--- config.mk ---
export PLATFORM = sky130hd
export DESIGN_NAME = mul_div_unit
export DESIGN_NICKNAME = d
export VERILOG_FILES = /design/src/rtl/mul_div_unit.sv
export SDC_FILE = /design/constraint.sdc
export NUM_CORES = 1
export LEC_CHECK = 0
export ABC_AREA = 1
export BUFFER_PORTS_ARGS = -buffer_cell sky130_fd_sc_hd__buf_4
export CORE_UTILIZATION = 40
export CTS_CLUSTER_DIAMETER = 80
export DETAILED_ROUTE_END_ITERATION = 6
export PLACE_DENSITY = 0.66
export RECOVER_POWER = 50
export SLEW_MARGIN = 5
export SYNTH_ARGS = -nofsm -noshare
export SYNTH_HDL_FRONTEND = slang
export SYNTH_SLANG_ARGS = --single-unit
--- constraint.sdc ---
create_clock -name clk -period 7.7 [get_ports clk]
set_clock_uncertainty 0.2 [all_clocks]
set_input_delay 0.77 -clock clk [delete_from_list [all_inputs] [get_ports clk]]
set_output_delay 0.77 -clock clk [all_outputs]
set_load 0.01 [all_outputs]
--- src/rtl/mul_div_unit.sv ---
// Iterative RV32M multiply/divide unit; the divider exists only when MD_DIV_EN is defined.
// Latency: 34 cycles accept-to-Done (divide ops without MD_DIV_EN: Done 1 cycle after accept, result 0).
// Backpressure: MD_Busy stalls the core; MD_Start is sampled only in IDLE/DONE and is never queued.
module mul_div_unit #(
    parameter int DWIDTH = 32
) (
    input  logic              clk,
    input  logic              rst_n,
    input  logic [DWIDTH-1:0] MD_In_A,
    input  logic [DWIDTH-1:0] MD_In_B,
    input  logic [2:0]        MD_OP,
    input  logic              MD_Start,
    input  logic              MD_Kill,
    output logic              MD_Busy,
    output logic              MD_Done,
    output logic [DWIDTH-1:0] MD_Result
);

    localparam int W = DWIDTH;

    typedef enum logic [1:0] {IDLE, CALC, FIX, DONE} state_t;

    state_t          r_state;
    state_t          w_state_nxt;
    logic [4:0]      r_cnt;
    logic [2:0]      r_op;
    logic            r_neg;
    logic [W-1:0]    r_hi;
    logic [W-1:0]    r_lo;
    logic [W-1:0]    r_opd;
    logic            r_busy;
    logic            r_done;
    logic [W-1:0]    r_result;

    logic            w_accept;
    logic            w_quick;
    logic            w_a_signed;
    logic            w_b_signed;
    logic            w_a_neg;
    logic            w_b_neg;
    logic            w_b_zero;
    logic            w_neg;
    logic [W-1:0]    w_a_abs;
    logic [W-1:0]    w_b_abs;
    logic [W:0]      w_mul_sum;
    logic [2*W-1:0]  w_prod;
    logic [2*W-1:0]  w_prod_fix;
    logic [W-1:0]    w_fix_result;

    assign w_accept = MD_Start & ~MD_Kill & ((r_state == IDLE) | (r_state == DONE));

`ifdef MD_DIV_EN
    assign w_quick = 1'b0;
`else
    assign w_quick = MD_OP[2];
`endif

    always_ff @(posedge clk or negedge rst_n) begin
        if (!rst_n) begin
            r_state <= IDLE;
        end else begin
            r_state <= w_state_nxt;
        end
    end

    always_comb begin
        w_state_nxt = r_state;
        case (r_state)
            IDLE: if (w_accept) w_state_nxt = w_quick ? DONE : CALC;
            CALC: if (r_cnt == 5'd31) w_state_nxt = FIX;
            FIX:  w_state_nxt = DONE;
            DONE: w_state_nxt = w_accept ? (w_quick ? DONE : CALC) : IDLE;
            default: w_state_nxt = IDLE;
        endcase
        if (MD_Kill) w_state_nxt = IDLE;
    end

    // Operand conditioning: magnitudes plus the sign to restore in FIX.
    assign w_a_signed = (MD_OP == 3'b000) | (MD_OP == 3'b001) | (MD_OP == 3'b010) |
                        (MD_OP == 3'b100) | (MD_OP == 3'b110);
    assign w_b_signed = (MD_OP == 3'b000) | (MD_OP == 3'b001) |
                        (MD_OP == 3'b100) | (MD_OP == 3'b110);
    assign w_a_neg  = w_a_signed & MD_In_A[W-1];
    assign w_b_neg  = w_b_signed & MD_In_B[W-1];
    assign w_a_abs  = w_a_neg ? -MD_In_A : MD_In_A;
    assign w_b_abs  = w_b_neg ? -MD_In_B : MD_In_B;
    assign w_b_zero = (MD_In_B == '0);

    // Quotient of x/0 must stay all ones, so its sign is forced positive.
    always_comb begin
        w_neg = w_a_neg ^ w_b_neg;
        if (MD_OP[2]) begin
            w_neg = MD_OP[1] ? w_a_neg : ((w_a_neg ^ w_b_neg) & ~w_b_zero);
        end
    end

    assign w_mul_sum = {1'b0, r_hi} + (r_lo[0] ? {1'b0, r_opd} : {(W+1){1'b0}});

`ifdef MD_DIV_EN
    logic [W:0] w_div_shift;
    logic [W:0] w_div_diff;
    logic       w_div_ok;
    // Remainder stays below the divisor, so bit W of the difference is the borrow.
    assign w_div_shift = {r_hi, r_lo[W-1]};
    assign w_div_diff  = w_div_shift - {1'b0, r_opd};
    assign w_div_ok    = ~w_div_diff[W];
`endif

    assign w_prod     = {r_hi, r_lo};
    assign w_prod_fix = r_neg ? -w_prod : w_prod;

    always_comb begin
        w_fix_result = w_prod_fix[W-1:0];
        case (r_op)
            3'b001, 3'b010, 3'b011: w_fix_result = w_prod_fix[2*W-1:W];
`ifdef MD_DIV_EN
            3'b100, 3'b101:         w_fix_result = r_neg ? -r_lo : r_lo;
            3'b110, 3'b111:         w_fix_result = r_neg ? -r_hi : r_hi;
`endif
            default:                w_fix_result = w_prod_fix[W-1:0];
        endcase
    end

    always_ff @(posedge clk or negedge rst_n) begin
        if (!rst_n) begin
            r_cnt    <= '0;
            r_op     <= '0;
            r_neg    <= 1'b0;
            r_hi     <= '0;
            r_lo     <= '0;
            r_opd    <= '0;
            r_busy   <= 1'b0;
            r_done   <= 1'b0;
            r_result <= '0;
        end else begin
            r_busy <= (w_state_nxt == CALC) | (w_state_nxt == FIX);
            r_done <= (w_state_nxt == DONE);
            if (w_accept) begin
                r_op  <= MD_OP;
                r_neg <= w_neg;
                r_cnt <= '0;
                r_hi  <= '0;
                r_lo  <= MD_OP[2] ? w_a_abs : w_b_abs;
                r_opd <= MD_OP[2] ? w_b_abs : w_a_abs;
`ifndef MD_DIV_EN
                if (MD_OP[2]) r_result <= '0;
`endif
            end else if (r_state == CALC && !MD_Kill) begin
                r_cnt <= r_cnt + 5'd1;
`ifdef MD_DIV_EN
                if (r_op[2]) begin
                    r_hi <= w_div_ok ? w_div_diff[W-1:0] : w_div_shift[W-1:0];
                    r_lo <= {r_lo[W-2:0], w_div_ok};
                end else
`endif
                begin
                    r_hi <= w_mul_sum[W:1];
                    r_lo <= {w_mul_sum[0], r_lo[W-1:1]};
                end
            end else if (r_state == FIX && !MD_Kill) begin
                r_result <= w_fix_result;
            end
        end
    end

    assign MD_Busy   = r_busy;
    assign MD_Done   = r_done;
    assign MD_Result = r_result;

endmodule

# == Word-level counts from Yosys, hierarchy flattened ==
# Cells that the tools add are included.
# word_totals
register_bits,141
inputBits,71
output_inout_bits,34
elab_cells,82
# classes
bitwise,16
n_addsub,5
muxes,25
n_eq_ne,16
reduce_logical,10
# op_table
op,n
2-to-1 mux 32 bit,14
2-to-1 mux 64 bit,1
negation 32 bit,2
negation 64 bit,1
adder 32 x 32 -> 33 bit,1
zero test 32 bit,1
2-to-1 mux 2 bit,5
2-to-1 mux 5 bit,2
"equality test 3 x 2 -> 1 bit, second input constant",3
"equality test 2 bit, second input constant",4
bitwise OR 1 bit,8
case mux 2 bit (4 select lines),1
"equality test 3 x 1 -> 1 bit, second input constant",2
"equality test 3 bit, second input constant",2
"adder 5 x 1 -> 5 bit, second input constant",1
bitwise AND 1 bit,5
"equality test 5 bit, second input constant",1
"equality test 2 x 1 -> 1 bit, second input constant",2
"inequality test 2 bit, second input constant",2
nonzero test 2 bit,2
zero test 3 bit,1
AND reduction 3 bit,1
OR reduction 3 bit,1
logical AND 1 bit,2
other kinds (5),7

# == Longest topological paths before layout ==
# depth
ltp_word,10
mapped_depth,18
mapped_depth_nobuf,16

# == Least setup slack after synthesis ==
# No wires, ideal clock.
# synth_timing
path_kind,register to register
from,register r_lo[0]
to,register r_hi[29]
stages_incl_launch_ff,18
required_ps,7382
path_buffers,2
arrival_ps,2279
slack_ps,5103
setup_time_ps,118
path_cell_list,dfrtp_1 buf_6 clkbuf_1 nand2_1 inv_1 ha_1 inv_1 fa_1 o21ai_0 nand2_1 nand2_1 nand3_1 nand2_1 nand2_1 nand2_1 nand2_1 nand3_1 nand2_1
# synth_via
elab_chain_len,4
# synth_lines
item,line_no,text
start: declaration,29,logic [W-1:0] r_lo;
start signal: assignment,143,r_lo <= MD_OP[2] ? w_a_abs : w_b_abs;
start signal: assignment,158,"r_lo <= {w_mul_sum[0], r_lo[W-1:1]};"
2-to-1 mux 32 bit,97,"assign w_mul_sum = {1'b0, r_hi} + (r_lo[0] ? {1'b0, r_opd} : {(W+1){1'b0}});"
adder 32 x 32 -> 33 bit,97,
2-to-1 mux 32 bit,148,end else if (r_state == CALC && !MD_Kill) begin
2-to-1 mux 32 bit,138,if (w_accept) begin
end signal: assignment,157,r_hi <= w_mul_sum[W:1];
end: declaration,28,logic [W-1:0] r_hi;
# Every way passes these cells. The select of a mux whose other input is x is not followed.
# A chain may end at the register's enable or synchronous reset.

==> flow_summary.json <==
{
  "status": "finished with violations",
  "violations": "design-rule violations, max-capacitance violations, max-slew violations",
  "cp.arrival_ns": 4.70,
  "cp-start-kind": "primary input",
  "worst_slew_pin_slew_ns": 3.85,
  "syn_to_final_growth_pct": 12.4,
  "power.total_mw": 5.48,
  "yosys.area.top_type": "dfrtp_1",
  "period_needed_ns": 4.49,
  "die_w_um": 181,
  "switching_share_pct": 53.8,
  "ctsResizeCount": 0,
  "io_pins": 105,
  "vias": 14526,
  "cp_max_fo": 77,
  "ant_nets": 0,
  "groute.usage.overall_pct": 30.9,
  "finalCritPeriodShare_pct": 58.3,
  "cts_hold_buf": 0,
  "maxSlewViolCount": 66,
  "drtIter0Drc": 1537,
  "clk_path_buf_depth": 2,
  "num_antenna_cells": 0,
  "root_buffer": "clkbuf_16",
  "die_height_um": 181,
  "critPathCaptureType": "async pin",
  "path_delay_family": "buffers and inverters",
  "ys_dominant_reg_cell": "dfrtp_1",
  "synth_edf_count": 0,
  "maxCapViolCount": 1,
  "required_ns": 7.91,
  "die_area_um2": 32600,
  "path_cells": "clkbuf_1 > buf_4",
  "grt_overflow_total": 0,
  "wl_um": 49700,
  "finalSetupViolations": 0,
  "syn_inst": 2146,
  "coreArea_um2": 31500,
  "hpwlAfterDp_um": 39700,
  "yosys-top-cells-area": "dfrtp_1, nand2_1, nor2_1",
  "cp_slowest_cell": "clkbuf_1",
  "synth_top_area_share_pct": 27.7,
  "cts_tree": "built",
  "p_int_mw": 2.53,
  "antenna_found_initial": 0,
  "syn_area_per_cell_um2": 5.94,
  "clock_latency_ns": 0.44,
  "fp-row-count": 65,
  "slowest_delay_ns": 2.65,
  "rsz0062_at_grt": "no",
  "numCtsBuffers": 17,
  "yosysWarnings": 0,
  "synthesis.nets": 2260,
  "synth_seq_cells": 141,
  "place.gp.congestion": 0.978,
  "post-place-ws_ns": 4.14,
  "drc_errors": 11,
  "r2r_setup_slack_ns": 4.29,
  "initial_core_util_pct": 40.5,
  "wire_per_inst_um": 18.9,
  "switching_power_mw": 2.95,
  "p_per_area_nw_per_um2": 383,
  "fin_ws_ns": 3.21,
  "hold_path_class": "reg2reg",
  "crit_buf_inv": 2,
  "setup_tns_ns": 0,
  "dp_cells": 2599,
  "grt_pass1_vias": 13727,
  "cts_sinks": 141,
  "final_nets": 2331,
  "grt_max_degree": 78,
  "grt_pass1_wl_um": 77900,
  "max-slew-margin-rel_pct": -157,
  "criticalPathCategory": "in2async",
  "clockPowerShare_pct": 16.3,
  "combPwrFrac_pct": 55.6,
  "drive_above_1_share_pct": 7.26,
  "avgViaCountPerCell": 5.52,
  "postCtsSetupRepairBufs": 0,
  "portBuffers": 104,
  "p_seq_share_pct": 28.0,
  "fmax_mhz": 223,
  "syn_area_um2": 12700,
  "synth_cell_types": 51,
  "drtPass1Iterations": 7,
  "vdd_drop_max_uv": 166,
  "leakage_nw": 7.33,
  "htree_num_levels": 4,
  "clk_pin_slew_worst_paths_ns": 0.07,
  "finalHoldViolCount": 0,
  "yosysSeqAreaShare_pct": 27.7,
  "async_reset_ff_share_pct": 100,
  "layoutNonFillerInstCount": 2632
}
==> power by group through the flow <==
stage / logic (mW) / registers (mW) / clock network, mW
2_1_floorplan: 2.17 / 1.32 / 0
3_3_place_gp: 3.00 / 1.53 / 0
3_5_place_dp: 3.03 / 1.53 / 0
4_1_cts: 3.05 / 1.51 / 0.895
5_1_grt: 3.43 / 1.57 / 0.923
6_report: 3.05 / 1.54 / 0.894
==> placed cells by master (no fill, tap or decap), drive strengths merged, types with 6 or more instances in the layout <==
| cell | netlist | routed |
|---|---|---|
| o211ai | 16 | 16 |
| xor2 | 27 | 27 |
| ha | 42 | 42 |
| o22ai | 6 | 6 |
| nor2 | 319 | 319 |
| nand2 | 765 | 765 |
| buf | 42 | 80 |
| clkbuf | 21 | 52 |
| or2 | 8 | 8 |
| inv | 211 | 220 |
| nor3 | 18 | 18 |
| nand3 | 217 | 217 |
| nand4 | 32 | 32 |
| dfrtp | 141 | 141 |
| xnor2 | 12 | 12 |
| o21ai | 137 | 137 |
| nand3b | 11 | 11 |
| a21oi | 84 | 84 |
==> logic make-up (layout without fill, tap and decap cells) <==
group,Yosys count,after routing,share of synthesized area [%]
flip-flops,141,141,27.7
adder cells (fa/ha/maj),43,43,4.28
XOR/XNOR,39,39,2.68
buffers and inverters,275,359,8.58
AO/OA/AOI/OAI,272,272,11.8
AND/OR/NAND/NOR,1376,1376,45.0
==> stage by stage <==
stage | instance area [um2] | hold WS, ns | utilization, %
global placement | 13800 | 0.266 | 43.9
detailed placement | 13800 | 0.269 | 43.9
CTS | 14400 | 0.165 | 45.9
floorplan | 12700 | 0.242 | -
finish | 14300 | 0.280 | 45.5
global route | 14300 | 0.301 | 45.5
==> layer usage <==
metal	vias up	global-route usage (%)	wire length, um	part of all wire [%]
met2	637	49.2	22100	44
met5	-	0	0	0
met1	6701	42.0	21900	44
met3	113	3.23	3440	6.9
li1	7075	-	-	-
met4	0	14.5	2290	4.6
==> flip-flops by register name, indices dropped and copies added (netlist names), 2 cells and up <==
register,count
MD_Result,32
r_opd,32
r_op,3
r_hi,32
r_lo,32
r_state,2
r_cnt,5
==> area by class of cell <==
| cell class | count | area [um2] |
|---|---|---|
| Inverter | 212 | 796 |
| Clock inverter | 15 | 195 |
| Timing Repair Buffer | 115 | 739 |
| Clock buffer | 17 | 425 |
| Tap cell | 402 | 503 |
| Multi-Input combinational cell | 1730 | 8140 |
| Sequential cell | 141 | 3530 |
| Fill cell | 3384 | 17200 |
==> cell usage after synthesis (all sizes together) (4+ instances only) <==
master	count
o21ai	137
buf	42
nor3	18
a21oi	84
clkbuf	21
inv	211
or2	8
xnor2	12
o22ai	6
nand2	765
a21o	5
o21bai	4
ha	42
nand3b	11
dfrtp	141
a22oi	4
nor2	319
nand4	32
nand3	217
o211ai	16
xor2	27
==> worst paths after layout <==
path                                end    startpoint  cells after the start
max                            r_cnt[4]         rst_n                      2
min                        MD_Result[5]  MD_Result[5]                      2
max reg2reg                     r_lo[3]    r_state[0]                     10
min reg2reg                MD_Result[5]  MD_Result[5]                      2
max in group clk                r_lo[3]    r_state[0]                     10
min in group asynchronous      r_hi[30]         rst_n                      1
Note: power is estimated with default switching activity, not from simulation.
